<file path="src/rtl/ftab_lookup_responder.sv">
// Responder for the ftabind/ftabval table-lookup stream pair: loadable table,
// two in-flight register stages, and a small output FIFO that preserves request order.
module ftab_lookup_responder #(
  parameter int IW     = 8,
  parameter int DW     = 8,
  parameter int DEPTH  = 256,
  parameter int QDEPTH = 2
) (
  input  logic          clock,
  input  logic          reset,
  input  logic [IW-1:0] ftabind_d,
  input  logic          ftabind_e,
  input  logic          ftabind_v,
  output logic          ftabind_b,
  output logic [DW-1:0] ftabval_d,
  output logic          ftabval_e,
  output logic          ftabval_v,
  input  logic          ftabval_b,
  input  logic          ld_we,
  input  logic [IW-1:0] ld_addr,
  input  logic [DW-1:0] ld_data
);

  localparam int PW = (QDEPTH > 1) ? $clog2(QDEPTH) : 1;
  localparam int CW = $clog2(QDEPTH + 3);

  logic [DW-1:0] table_mem [DEPTH];

  // Stage 1: registered table read; stage 2: in-flight token awaiting FIFO push.
  logic [DW-1:0] rd_d;
  logic          rd_e;
  logic          rd_v;
  logic [DW-1:0] fly_d;
  logic          fly_e;
  logic          fly_v;

  logic [DW-1:0] q_d [QDEPTH];
  logic [QDEPTH-1:0] q_e;
  logic [PW-1:0] wr_ptr;
  logic [PW-1:0] rd_ptr;
  logic [CW-1:0] count;

  logic accept;
  logic push;
  logic pop;

  // Conservative back-pressure: only registered occupancy is considered.
  assign ftabind_b = (count + CW'(rd_v) + CW'(fly_v)) >= CW'(QDEPTH);
  assign accept    = ftabind_v & ~ftabind_b;
  assign push      = fly_v;
  assign ftabval_v = (count != '0);
  assign pop       = ftabval_v & ~ftabval_b;
  assign ftabval_d = ftabval_v ? q_d[rd_ptr] : '0;
  assign ftabval_e = ftabval_v & q_e[rd_ptr];

  // NOTE: storage arrays carry no reset; validity lives in the reset-controlled
  // flags and counters, and the nonblocking write makes a same-cycle read return old data.
  always_ff @(posedge clock) begin
    if (ld_we) table_mem[ld_addr] <= ld_data;
    if (accept) rd_d <= table_mem[ftabind_d];
    if (push) begin
      q_d[wr_ptr] <= fly_d;
      q_e[wr_ptr] <= fly_e;
    end
  end

  always_ff @(posedge clock or posedge reset) begin
    if (reset) begin
      rd_v   <= 1'b0;
      rd_e   <= 1'b0;
      fly_v  <= 1'b0;
      fly_e  <= 1'b0;
      fly_d  <= '0;
      wr_ptr <= '0;
      rd_ptr <= '0;
      count  <= '0;
    end else begin
      rd_v  <= accept;
      if (accept) rd_e <= ftabind_e;
      fly_v <= rd_v;
      fly_e <= rd_e;
      // End-of-stream tokens carry zero data regardless of what the table read returned.
      fly_d <= rd_e ? '0 : rd_d;
      if (push) wr_ptr <= (wr_ptr == PW'(QDEPTH - 1)) ? '0 : wr_ptr + 1'b1;
      if (pop)  rd_ptr <= (rd_ptr == PW'(QDEPTH - 1)) ? '0 : rd_ptr + 1'b1;
      count <= count + CW'(push) - CW'(pop);
    end
  end

endmodule

</file>
<file path="config.mk">
export PLATFORM = sky130hd
export DESIGN_NAME = ftab_lookup_responder
export DESIGN_NICKNAME = d
export VERILOG_FILES = /design/src/rtl/ftab_lookup_responder.sv
export SDC_FILE = /design/constraint.sdc
export NUM_CORES = 2
export LEC_CHECK = 0
export ABC_AREA = 0
export CORE_MARGIN = 3
export CORE_UTILIZATION = 57
export CTS_CLUSTER_SIZE = 25
export DETAILED_ROUTE_END_ITERATION = 12
export PLACE_DENSITY = 0.84
export SLEW_MARGIN = 25
export SYNTH_ARGS = -nofsm -noshare
export SYNTH_HDL_FRONTEND = slang
export SYNTH_SLANG_ARGS = --single-unit
</file>
<file path="constraint.sdc">
create_clock -name clock -period 2.4 [get_ports clock]
set_clock_uncertainty 0.2 [all_clocks]
set_input_delay 0.48 -clock clock [delete_from_list [all_inputs] [get_ports clock]]
set_output_delay 0.48 -clock clock [all_outputs]
set_load 0.02 [all_outputs]
</file>
==> summary.md <==
| Metric | Value |
|---|---|
| Tmin final | 2.93 ns |
| Cells along the critical path | ha_1, a21o_1, ha_2, xnor2_2, nand2b_4, buf_6 |
| Worst Hold Path Cells | 1 |
| Fillers | 7574 |
| Initial antenna violation count | 12 |
| # IOs | 41 |
| Cell row count | 137 |
| Post-DP HPWL | 137000 um |
| Worst Path Arrival | 2.25 ns |
| Via/cell ratio | 7.05 |
| DRC errors left | 0 |
| Critical Path Fanout Max | 2 |
| GPL Wtd Cong | 0.941 |
| DRT Pass-1 Iters | 6 |
| Slack of the critical path | -0.531 ns |
| Final setup violation count | 18 |
| Worst r2r dst | rd_d[0]$_DFFE_PP_ |
| TritonCTS Buffers | 193 |
| Clk_lat worst skew | 0.87 ns |
| First-pass GRT wire length | 331000 um |
| Share of the synthesized area in the top cell type | 76.6% |
| Root buffer cell | clkbuf_16 |
| Startpoint Class | register |
| CTS tree | built |
| Worst Hold Path EP | table_mem[127][1]$_DFFE_PP_ |
| WP buf/inv | 1 |
| Max clock buf depth | 3 |
| Top FF cell, synth | edfxtp_1 |
| Via count | 47353 |
| DP Worst Slack | -1.43 ns |
| Area grow syn2layout | 19.8% |
| Asr flop ratio synth | 0.813% |
| RSZ-0062 raised after global routing | true |
| Total Routing Usage GR | 31.3% |
| Core Util, Final | 69.3% |
| Starting DRT DRC Count | 8309 |
| Hold Fails Final Rpt | 0 |
| Vias in the first global route | 47482 |
| R2R cell count | 7 |
| Post-Synthesis Net Count | 3955 |
| Max-Cap Viols | 0 |
| Post-synthesis register bit count | 2091 |
| Synthesized instance count | 3920 |
| Worst min path class | primary input to register |
| Count of pins over their slew limit | 0 |
| # port buffers | 40 |
| Routed WL per cell | 34.8 um |
| Status | finished, violations left |
| Mean area per synthesized cell | 20.7 um^2 |
| Synth top cells by count | 2074 x edfxtp_1, 416 x mux4_2, 294 x nor2_1, 198 x mux2i_1, 124 x a22oi_1 |
| F_max | 341 MHz |
| Placed Cells | 6337 |
| Max IR drop VDD | 0.626 mV |
| Die width | 384 um |
| Setup CP Type | register to output port |
| Post-synthesis sequential area ratio | 77.1% |
| Largest net degree at the start of global routing | 102 |
| Synth area leader | edfxtp_1 |
| Die footprint | 0.147 mm^2 |
| EDFF count, synth | 2074 |
| Slew @ Worst Pin | 0.774 ns |
| Fin crit share | 122% |
| P_leak | 0.0320 uW |
| Failing checks | setup timing |
| Final std cells w/o fill | 6718 |
| Crit end category | output port |
| CTS sink cnt | 2091 |
| # H-tree levels | 4 |
| Top cells by area, synth | edfxtp_1 77%, mux4_2 12%, mux2i_1 2.4%, nor2_1 1.4%, a22oi_1 1.1% |
| Core Area | 0.141 mm^2 |
| Power Density | 790 mW/mm^2 |
| Initial core utilization | 57.8% |
| Cell area after synthesis | 0.0813 mm^2 |
| R2R Path Start | table_mem[95][0]$_DFFE_PP_ |
| Req. time, crit path | 1.72 ns |
| Post-synth cell types | 67 |
| Die Y-Extent | 384 um |
| Reg2Reg Setup Slack | -0.26 ns |
| Worst slew margin | 48.3% |
| Largest stage delay, worst path | 0.38 ns |
| Total grt overflow | 0 |
| Clock-pin slew on the worst setup and hold paths | 0.06 ns |
| Total routed wirelength | 234000 um |
| Most frequent cell after synthesis | edfxtp_1 |
| Family with the most delay on the worst path | adder cells |
| Crit-path slowest cell | dfrtp_1 |
| Worst Min Path Start | ld_data[1] |
| Share of cells above drive strength 1 | 34.8% |
| Nets | 4708 |
| Post-route ant nets | 0 |
| Yosys warning total | 0 |
-- cell families (layout without fill, tap and decap cells) --
family	Yosys count	count (layout)	synth area share [%]
flip-flops	2091	2091	77.1
multiplexers	618	618	14.0
AND/OR/NAND/NOR	521	521	2.98
AO/OA/AOI/OAI	427	427	3.74
buffers and inverters	253	1170	1.98
adder cells (fa/ha/maj)	5	5	0.0862
XOR/XNOR	5	5	0.0539
other	0	5	0
-- worst max-delay path by stage --
stage / depth (start not counted) / endpoint / slack, ns / start
final: 6 / ftabind_b / -0.53 / count[0]$_DFF_PP0_
after global routing: 6 / ftabind_b / -0.64 / count[0]$_DFF_PP0_
after CTS: 6 / ftabind_b / -0.61 / count[0]$_DFF_PP0_
after detailed placement: 11 / rd_d[7]$_DFFE_PP_ / -1.43 / ftabind_d[7]
after global placement: 11 / rd_d[7]$_DFFE_PP_ / -1.40 / ftabind_d[7]
after floorplan: 9 / rd_d[2]$_DFFE_PP_ / -0.19 / ftabind_d[0]
-- routing by layer --
| metal | up-vias | global-route usage [%] | wire (um) | share of wire [%] |
|---|---|---|---|---|
| li1 | 17826 | - | - | - |
| met4 | 10 | 18.6 | 17200 | 7.3 |
| met5 | - | 0.430 | 205 | 0.088 |
| met1 | 23740 | 39.9 | 74300 | 32 |
| met2 | 4642 | 48.8 | 111000 | 47 |
| met3 | 1135 | 8.40 | 31400 | 13 |
-- what timing repair did --
| action | CTS | global route |
|---|---|---|
| endpoints found under the hold margin | 143 | 0 |
| gates resized for setup | 156 | 75 |
| hold buffers | 6 | 0 |
| setup endpoints to repair | 22 | 29 |
| pin swaps | 30 | 22 |
| gates cloned | 1 | 0 |
| buffers inserted | 9 | 2 |
-- registers in the layout (all words and copies together), names as in the netlist --
signal,flops
count,3
fly_d,8
fly_e,1
fly_v,1
q_d,16
q_e,2
rd_d,8
rd_e,1
rd_ptr,1
rd_v,1
table_mem,2048
wr_ptr,1
-- per-stage QoR --
stage / power, uW / TNS [ns] / cell area [um^2] / hold slack (ns)
floorplan: 44000 / -68.20 / 81700 / 0.154
global placement: 46400 / -507.76 / 90200 / 0.165
detailed placement: 46600 / -626.63 / 90200 / 0.167
CTS: 76600 / -5.11 / 97000 / 0.00298
global route: 78500 / -6.16 / 97300 / 0.0268
finish: 76900 / -4.92 / 97300 / 0.0245
-- report_power, final --
part	internal, uW	switching [uW]
clock network	16700	13500
registers	40500	270
logic	2410	3420
-- area by class of cell --
class                   count  area [um^2]  share of cell area (%)
inverters                  11         45.0                  0.0463
repair buffers            800         8090                    8.31
well taps                1876         2350                    2.41
diodes                      5         12.5                  0.0129
multi-input cells        1576        18000                    18.5
flip-flops and latches   2091        62700                    64.4
clock buffers             253         5210                    5.35
clock inverters           106          921                   0.946
-- layout by cell type (no fill, tap or decap), types with 32 or more instances in the layout --
cell type,Yosys,layout
nor2_1,294,222
clkbuf_1,102,51
nand2_1,55,55
a22oi_1,124,110
mux2i_1,198,197
nand3_1,33,33
buf_4,21,596
o22ai_1,42,34
mux4_2,416,416
nor2_2,3,61
o221ai_1,42,38
edfxtp_1,2074,2074
clkbuf_16,0,199
clkinv_2,0,32
buf_12,11,150
a21oi_1,76,60
clkinv_1,1,43
(Power assumes the default switching activity.)
